<file path="src/rtl/period_generator_if.sv">
// period_generator_if
// Bundles the control, configuration and status signals of the period
// generator into one interface. The clock and reset are not part of it.
//
//   start        request to begin generation (sampled only in IDLE)
//   stop         abort request (sampled only in RUN)
//   period_us    period length in microseconds
//   high_us      high time per period in microseconds
//   num_periods  periods to generate, 0 = continuous until stop
//   ready        generator idle and able to accept a start
//   busy         generator producing a waveform
//   done_tick    one-cycle pulse when a run finishes
//   err_tick     one-cycle pulse when a start was rejected
//   signal_out   generated waveform
//   periods_done completed full periods of the current/last run
//
// master: the block that drives start/stop/config (controller or bench)
// slave : the period generator itself
interface period_generator_if #(
    parameter int PW = 20
);
    logic          start;
    logic          stop;
    logic [PW-1:0] period_us;
    logic [PW-1:0] high_us;
    logic [7:0]    num_periods;
    logic          ready;
    logic          busy;
    logic          done_tick;
    logic          err_tick;
    logic          signal_out;
    logic [7:0]    periods_done;

    modport master (
        output start, stop, period_us, high_us, num_periods,
        input  ready, busy, done_tick, err_tick, signal_out, periods_done
    );

    modport slave (
        input  start, stop, period_us, high_us, num_periods,
        output ready, busy, done_tick, err_tick, signal_out, periods_done
    );
endinterface

</file>
<file path="src/rtl/period_generator.sv">
// period_generator
// Produces a periodic pulse waveform whose period and high time are given
// in microseconds. A free-running prescaler (tick_cnt, N clocks per us)
// advances a microsecond counter (us_cnt) inside each period. The run lasts
// num_periods full periods, or until stop when num_periods is 0.
//
// Ports:
//   clk    system clock, rising-edge
//   rst_n  asynchronous active-low reset
//   bus    period_generator_if.slave (start/stop/config in, status and
//          waveform out)
//
// Parameters:
//   N   system clocks per microsecond
//   TW  width of the prescaler, 2**TW must be >= N
//   PW  width of the period/high-time fields (must match the interface)
module period_generator #(
    parameter int N  = 50,
    parameter int TW = 6,
    parameter int PW = 20
) (
    input logic               clk,
    input logic               rst_n,
    period_generator_if.slave bus
);

    localparam logic [TW-1:0] TICK_LAST = TW'(N - 1);

    typedef enum logic [1:0] {
        IDLE = 2'b00,
        RUN  = 2'b01,
        DONE = 2'b10
    } state_t;

    state_t        state;
    state_t        state_next;

    // Latched configuration, only rewritten on an accepted start.
    logic [PW-1:0] period_r;
    logic [PW-1:0] high_r;
    logic [7:0]    num_r;

    logic [TW-1:0] tick_cnt;
    logic [PW-1:0] us_cnt;
    logic [7:0]    periods_done;
    logic          signal_out;
    logic          err_tick;

    // Decoded conditions shared by the FSM and the datapath.
    logic          cfg_valid;
    logic          tick_wrap;
    logic          period_end;
    logic          last_period;
    logic [PW-1:0] us_next;

    // A start is only acceptable when the waveform has at least one high
    // and one low microsecond per period.
    always_comb begin
        cfg_valid = (bus.period_us >= PW'(2)) &&
                    (bus.high_us   >= PW'(1)) &&
                    (bus.high_us   <  bus.period_us);
    end

    // Position decoding inside the current period. us_next is the us count
    // that will hold after this edge when no period boundary is crossed; the
    // waveform level is derived from it so the output is registered yet
    // lines up exactly with the microsecond boundaries. last_period compares
    // in 9 bits so a saturated periods_done cannot wrap into a false match.
    always_comb begin
        tick_wrap   = (tick_cnt == TICK_LAST);
        period_end  = tick_wrap && (us_cnt == (period_r - PW'(1)));
        last_period = (num_r != 8'd0) &&
                      (({1'b0, periods_done} + 9'd1) == {1'b0, num_r});
        us_next     = tick_wrap ? (us_cnt + PW'(1)) : us_cnt;
    end

    // State register.
    always_ff @(posedge clk or negedge rst_n) begin
        if (!rst_n) begin
            state <= IDLE;
        end else begin
            state <= state_next;
        end
    end

    // Next-state logic. A stop that lands on a period end still finishes the
    // run; both paths lead to DONE, and the datapath counts the period.
    // DONE always falls back to IDLE so a start must be held into IDLE.
    always_comb begin
        state_next = state;
        case (state)
            IDLE: begin
                if (bus.start && cfg_valid) begin
                    state_next = RUN;
                end
            end
            RUN: begin
                if ((period_end && last_period) || bus.stop) begin
                    state_next = DONE;
                end
            end
            DONE: begin
                state_next = IDLE;
            end
            default: begin
                state_next = IDLE;
            end
        endcase
    end

    // Datapath: config latch, prescaler, us counter, period counter, the
    // registered waveform and the rejected-start pulse. err_tick defaults
    // low each cycle so it can only ever be a single-cycle pulse.
    always_ff @(posedge clk or negedge rst_n) begin
        if (!rst_n) begin
            period_r     <= '0;
            high_r       <= '0;
            num_r        <= '0;
            tick_cnt     <= '0;
            us_cnt       <= '0;
            periods_done <= '0;
            signal_out   <= 1'b0;
            err_tick     <= 1'b0;
        end else begin
            err_tick <= 1'b0;
            case (state)
                IDLE: begin
                    signal_out <= 1'b0;
                    if (bus.start) begin
                        if (cfg_valid) begin
                            period_r     <= bus.period_us;
                            high_r       <= bus.high_us;
                            num_r        <= bus.num_periods;
                            tick_cnt     <= '0;
                            us_cnt       <= '0;
                            periods_done <= '0;
                            signal_out   <= 1'b1;
                        end else begin
                            err_tick <= 1'b1;
                        end
                    end
                end
                RUN: begin
                    if (period_end) begin
                        if (periods_done != 8'hFF) begin
                            periods_done <= periods_done + 8'd1;
                        end
                        if (last_period || bus.stop) begin
                            signal_out <= 1'b0;
                        end else begin
                            tick_cnt   <= '0;
                            us_cnt     <= '0;
                            signal_out <= 1'b1;
                        end
                    end else if (bus.stop) begin
                        signal_out <= 1'b0;
                    end else begin
                        tick_cnt   <= tick_wrap ? '0 : (tick_cnt + TW'(1));
                        us_cnt     <= us_next;
                        signal_out <= (us_next < high_r);
                    end
                end
                default: begin
                    signal_out <= 1'b0;
                end
            endcase
        end
    end

    // Status outputs decoded straight from the state register.
    always_comb begin
        bus.ready        = (state == IDLE);
        bus.busy         = (state == RUN);
        bus.done_tick    = (state == DONE);
        bus.err_tick     = err_tick;
        bus.signal_out   = signal_out;
        bus.periods_done = periods_done;
    end

endmodule

</file>
<file path="src/flat_wrapper.sv">
// flat-port wrapper written by rule: the top's interface ports become plain ports
module period_generator_flat 
#(
    parameter int N  = 50,
    parameter int TW = 6,
    parameter int PW = 20
)
  (clk, rst_n, bus_start, bus_stop, bus_period_us, bus_high_us, bus_num_periods, bus_ready, bus_busy, bus_done_tick, bus_err_tick, bus_signal_out, bus_periods_done);
  period_generator_if #(.PW(PW)) bus_i ();
  input logic clk;
  input logic rst_n;
  input wire logic [$bits(bus_i.start)-1:0] bus_start;
  input wire logic [$bits(bus_i.stop)-1:0] bus_stop;
  input wire logic [$bits(bus_i.period_us)-1:0] bus_period_us;
  input wire logic [$bits(bus_i.high_us)-1:0] bus_high_us;
  input wire logic [$bits(bus_i.num_periods)-1:0] bus_num_periods;
  output wire logic [$bits(bus_i.ready)-1:0] bus_ready;
  output wire logic [$bits(bus_i.busy)-1:0] bus_busy;
  output wire logic [$bits(bus_i.done_tick)-1:0] bus_done_tick;
  output wire logic [$bits(bus_i.err_tick)-1:0] bus_err_tick;
  output wire logic [$bits(bus_i.signal_out)-1:0] bus_signal_out;
  output wire logic [$bits(bus_i.periods_done)-1:0] bus_periods_done;
  assign bus_i.start = bus_start;
  assign bus_i.stop = bus_stop;
  assign bus_i.period_us = bus_period_us;
  assign bus_i.high_us = bus_high_us;
  assign bus_i.num_periods = bus_num_periods;
  assign bus_ready = bus_i.ready;
  assign bus_busy = bus_i.busy;
  assign bus_done_tick = bus_i.done_tick;
  assign bus_err_tick = bus_i.err_tick;
  assign bus_signal_out = bus_i.signal_out;
  assign bus_periods_done = bus_i.periods_done;
  period_generator #(.N(N), .TW(TW), .PW(PW)) u_core (.clk(clk), .rst_n(rst_n), .bus(bus_i));
endmodule
</file>
<file path="config.mk">
export PLATFORM = sky130hd
export DESIGN_NAME = period_generator_flat
export DESIGN_NICKNAME = d
export VERILOG_FILES = /design/src/rtl/period_generator_if.sv /design/src/rtl/period_generator.sv /design/src/flat_wrapper.sv
export SDC_FILE = /design/constraint.sdc
export NUM_CORES = 1
export LEC_CHECK = 0
export ABC_AREA = 1
export CAP_MARGIN = 20
export CORE_MARGIN = 5
export CORE_UTILIZATION = 50
export DETAILED_ROUTE_END_ITERATION = 16
export HOLD_SLACK_MARGIN = 0.05
export PLACE_DENSITY = 0.72
export SYNTH_ARGS = -nofsm -noshare
export SYNTH_HDL_FRONTEND = slang
export SYNTH_SLANG_ARGS = --single-unit
</file>
<file path="constraint.sdc">
create_clock -name clk -period 3.1 [get_ports clk]
set_clock_uncertainty 0.2 [all_clocks]
set_input_delay 0.62 -clock clk [delete_from_list [all_inputs] [get_ports clk]]
set_output_delay 0.62 -clock clk [all_outputs]
set_load 0.05 [all_outputs]
</file>
* Yosys cells after proc, flatten, opt, wreduce, memory -nomap -nowiden
Cells that the tools add are included.
** Word-level totals
- Flip-flop bits (word level) :: 86
- Word-level logic and storage cells :: 78
- Output and inout port bits :: 13
- Bits of input ports :: 52
** Operators by class
- Equal/unequal tests :: 14
- Muxes and demuxes :: 31
- Reduce and logical (&&, ||, !) cells :: 15
- Add/sub/neg operators :: 5
- Order comparisons :: 4
** Operators by type and width (count)
- two-way mux 20 bit :: 6
- less-than comparator 20 bit :: 2
- case mux 20 bit (2 select lines) :: 1
- two-way mux 6 bit :: 6
- two-way mux 8 bit :: 4
- adder 20 x 1 -> 20 bit, second input constant :: 1
- equality test 20 bit :: 1
- >= comparator 20 x 1 -> 1 bit, second input constant :: 1
- >= comparator 20 x 2 -> 1 bit, second input constant :: 1
- subtractor 20 x 1 -> 20 bit, second input constant :: 1
- case mux 8 bit (2 select lines) :: 1
- case mux 6 bit (2 select lines) :: 1
- inequality test 2 x 1 -> 1 bit, second input constant :: 5
- AND reduction 5 bit :: 2
- adder 8 x 1 -> 9 bit, second input constant :: 1
- equality test 9 x 8 -> 1 bit :: 1
- adder 8 x 1 -> 8 bit, second input constant :: 1
- two-way mux 1 bit :: 8
- inequality test 8 bit, second input constant :: 1
- nonzero test 8 bit :: 1
- adder 6 x 1 -> 6 bit, second input constant :: 1
- equality test 6 bit, second input constant :: 1
- logical AND 1 bit :: 6
- two-way mux 2 bit :: 2
- 12 further kinds :: 13

* Logic depth before layout (Yosys ltp)
- Depth after elaboration :: 7
- Gate-level depth with buffers :: 21
- Depth with buffers taken out :: 21

* Worst setup path before layout
Ideal clock, no wire load.
- Path kind :: reg2reg
- Start point :: register u_core.tick_cnt[1]
- End point :: register u_core.signal_out, in the netlist u_core.bus.signal_out
- Clock period less this slack :: 2.918 ns
- Library setup time :: 0.111 ns
- Stages on the path, launching flop included :: 22
- Arrival time :: 2.607 ns
- Data required time :: 2.789 ns
- Path slack :: 0.182 ns
- Path through :: dfrtp_1 > inv_1 > ha_1 > nand4_2 > inv_2 > nand2_1 > nor2_2 > nand3_1 > nor2_1 > nand3_1 > nand2_1 > and2_1 > inv_1 > ha_1 > nand3_1 > nor3_1 > and3_1 > nand2_1 > nand2_1 > nand3_1 > nand2_2 > inv_2
** Between the ends
- Cells in the longest elaborated chain, start to end :: 6
- Elaborated cells between the ends (all ways) :: 7
** Ends and longest elaborated chain
- from (decl) :: line period_generator.sv:43 : logic [TW-1:0] tick_cnt;
- from (signal assigned) :: line period_generator.sv:158 : tick_cnt <= tick_wrap ? '0 : (tick_cnt + TW'(1));
- equality test 6 bit (*) :: line period_generator.sv:70 : tick_wrap = (tick_cnt == TICK_LAST);
- two-way mux 20 bit :: line period_generator.sv:74 : us_next = tick_wrap ? (us_cnt + PW'(1)) : us_cnt;
- less-than comparator 20 bit :: line period_generator.sv:160 : signal_out <= (us_next < high_r);
- two-way mux 1 bit :: line period_generator.sv:155 : end else if (bus.stop) begin
- two-way mux 1 bit (*) :: line period_generator.sv:144 : if (period_end) begin
- case mux 1 bit (2 select lines) (*) :: line period_generator.sv:126 : case (state)
- to (signal assigned) :: line period_generator.sv:160
- to (decl) :: line period_generator.sv:46 : logic signal_out;
Mark *: on every way between the ends. The rest lies on a longest branch, timed or not.
A chain may end at the register's enable or synchronous reset.

* Worst setup path after layout
Same ends and word-level chain as after synthesis.

==> flow_summary_export.csv <==
group,metric,value,unit
status,status,"finished, final reports clean",
floorplanning,die_w,122,um
logic_synthesis,yosys.area.top_type,"dfrtp_1",
logic_synthesis,synth_most_common_cell,"nand2_1",
logic_synthesis,syn_area,6270,um2
detailed_routing,route.detailed.wl_per_inst,13.8,um
cells_and_area,n_antenna_cell,0,
timing,hold_viol,0,
detailed_routing,drc,0,
pwr,combPwrFrac,39.2,%
logic_synthesis,syn_nets,989,
pwr,total_power,4.56,mW
pwr,pwr-share-clk,24.7,%
detailed_routing,wl,16.3,mm
critical_path,end_kind,"register",
critical_path,worstRegToRegCells,19,
clock_tree,root_buffer,"clkbuf_16",
place,io_buffer_count,64,
floorplanning,die_y,122,um
floorplanning,start_util,50.3,%
floorplanning,fp-row-count,41,
critical_path,r2r_start,"u_core.tick_cnt[1]$_DFFE_PN0P_",
critical_path,worstPathRequired,3.15,ns
pwr,leakagePower,4.10,nW
timing,hold_slack,0.0518,ns
timing,tns,0,ns
timing,rsz0062_at_grt,"yes",
grt,grt-ovfl-total,0,
pwr,pwr-share-seq,36.1,%
timing,finalSetupViolCount,0,
grt,met3_usage,3.20,%
detailed_routing,vias_per_cell,5.05,
grt,grt_pass1_vias,5492,
pwr,internal_power,2.75,mW
logic_synthesis,synth_top_area_share,34.3,%
detailed_routing,vias,5963,
pwr,ir_drop,0.000381,V
critical_path,rr_endpoint,"u_core.bus.signal_out$_DFF_PN0_",
clock_tree,cts_max_path_buffers,2,
clock_tree,clock_latency,0.35,ns
critical_path,crit_chain,"inv_1 -> ha_2 -> nand4_4 -> buf_4 -> nor4_1 -> buf_4 -> nand4_1 -> xor2_2 -> inv_1 -> ha_1 -> nand2_1 -> nor2_1 -> nand2_1 -> o211ai_1 -> a21oi_1 -> nand2_2 -> nand3_2 -> nand2_2 -> inv_2",
timing,period_share,100,%
logic_synthesis,synth_seq_area_share,34.3,%
timing,final_max_slew_viol_count,0,
cells_and_area,fillCellCount,1129,
clock_tree,path_clk_slew,0.06,ns
timing,tightest_slew,0.560,ns
cells_and_area,layout.nets,1098,
cells_and_area,syn_to_final_growth,26.1,%
grt,top_usage_layer,"met2",
logic_synthesis,ys_types,40,
hold_path,min_path_type,"in -> async",
timing,fin_crit,3.10,ns
detailed_routing,drtIter0Drc,429,
place,post-dp-hpwl,12.5,mm
grt,grt_pass1_wl,26.5,mm
flow_run,timing.max_cap.violations,0,
floorplanning,fp.coreArea,12500,um2
clock_tree,numCtsBuffers,9,
logic_synthesis,ys.warnings.count,0,
logic_synthesis,synthCells,894,
logic_synthesis,postSynthAreaPerCell,7.01,um2
logic_synthesis,synth_edf_count,0,
logic_synthesis,synth_common_cells,"208 x nand2_1, 133 x inv_1, 123 x nor2_1",
floorplanning,die-area,14900,um2
clock_tree,cts_tree,"built",
pwr,p_switching,1.81,mW
critical_path,crit_start,"u_core.tick_cnt[1]$_DFFE_PN0P_",
clock_tree,h-tree-depth,3,
logic_synthesis,async_flop_share,100,%
timing,fmaxAchievable,323,MHz
detailed_routing,drt_first_pass_iters,5,
grt,use_met1,29.9,%
grt,antenna_found_initial,0,
logic_synthesis,ys_ff_latch,86,
clock_tree,cts_sinks,86,
critical_path,regToRegSetupSlack,0.001,ns
cells_and_area,layout-drive-gt1-share,13.1,%
timing,setup_ws,0.00103,ns
logic_synthesis,synth_ff_type,"dfrtp_1",
pwr,powerDensity,577,nW/um2
floorplanning,ios,65,
pwr,p_sw_share,39.6,%
critical_path,critical_path.slowest_cell,"dfrtp_1",
cells_and_area,fin_util,63.4,%
critical_path,cp-endpoint,"u_core.bus.signal_out$_DFF_PN0_",
clock_tree,hold_buffers,0,
critical_path,cp-start-kind,"register",
critical_path,crit_fanout,5,
cells_and_area,multi_input_area,3560,um2
logic_synthesis,yosys-top-cells-area,"dfrtp_1 34%, nand2_1 12%, ha_1 8.6%",
grt,grt_usage,22.6,%
grt,use_met2,37.4,%
timing,slew_headroom,62.7,%
place,gp_congestion,0.890,
critical_path,path_class,"reg -> reg",
critical_path,cp.arrival,3.15,ns
critical_path,cp_slowest_stage_delay,0.38,ns
cells_and_area,seqCellArea,2150,um2
detailed_routing,ant_nets,0,
grt,grt_max_degree,56,
place,place_ws,-0.146,ns
layer usage:
metal  share of wire [%]  vias up
met1                  46     2745
met5                   0        -
li1                    -     3048
met2                  47      144
met4                 2.2        0
met3                 4.5       26
cell type report:
class,instances,area share (%)
multi-input combinational,648,45.0
sequential,86,27.2
timing repair buffer,123,14.7
inverter,135,6.41
clock buffer,11,3.20
tap,172,2.72
clock inverter,5,0.712
logic make-up after synthesis:
group                      synth area share [%]
DFF                                        34.3
and+or+nand+nor                            33.2
AOI/OAI and AO/OA                          8.32
buffers and inverters                      10.3
xor gates and xnor gates                   5.25
adders and majority gates                  8.58
worst max-delay path, delay by kind of cell, from the launching register on:
| family | cells | cell delay (ns) |
|---|---|---|
| AO/OA/AOI/OAI | 2 | 0.27 |
| adder cells (fa/ha/maj) | 2 | 0.47 |
| flip-flops | 1 | 0.38 |
| AND/OR/NAND/NOR | 9 | 0.97 |
| XOR/XNOR | 1 | 0.21 |
| buffers and inverters | 5 | 0.52 |
timing repair:
item	4_1_cts	5_1_grt
buffers inserted	0	6
endpoints found under the setup margin	1	22
pin swaps	1	10
gates resized for setup	5	14
power by group through the flow:
stage	Sequential [mW]	Clock [mW]	Combinational [mW]
floorplan	1.64	0	1.19
global placement	1.65	0	1.72
detailed placement	1.66	0	1.76
CTS	1.64	1.14	1.78
global route	1.68	1.19	2.02
finish	1.64	1.13	1.79
registers in the layout, indices dropped and copies added (netlist names):
signal and flops:
u_core.tick_cnt 6, u_core.us_cnt 20, u_core.period_r 20, u_core.num_r 8
u_core.state 2, u_core.high_r 20, u_core.bus.err_tick 1, u_core.bus.signal_out 1
u_core.bus.periods_done 8
cells in the final DEF, fill, tap and decap left out, types with 29 or more instances in the layout:
cell type | netlist | final
nor2_1 | 123 | 120
dfrtp_1 | 86 | 86
nand2_1 | 208 | 205
inv_1 | 133 | 133
a21oi_1 | 51 | 51
clkdlybuf4s50_1 | 0 | 62
buf_4 | 2 | 54
o21ai_0 | 30 | 29
ha_1 | 43 | 42
nand3_1 | 64 | 61
worst min-delay path by stage:
stage	endpoint	slack (ns)
after CTS	u_core.high_r[19]$_DFFE_PN0P_	0.07
after detailed placement	u_core.high_r[9]$_DFFE_PN0P_	0.31
after global routing	u_core.high_r[19]$_DFFE_PN0P_	0.11
after floorplan	u_core.bus.err_tick$_DFF_PN0_	0.12
final	u_core.high_r[19]$_DFFE_PN0P_	0.05
after global placement	u_core.high_r[0]$_DFFE_PN0P_	0.29
through the flow:
stage                     cell area (um2)  instances
after floorplan                      6270        894
after global placement               7470       1158
after detailed placement             7470       1158
after CTS                            7810       1174
after global routing                 7910       1180
final                                7910       1180
(Power assumes the default switching activity.)
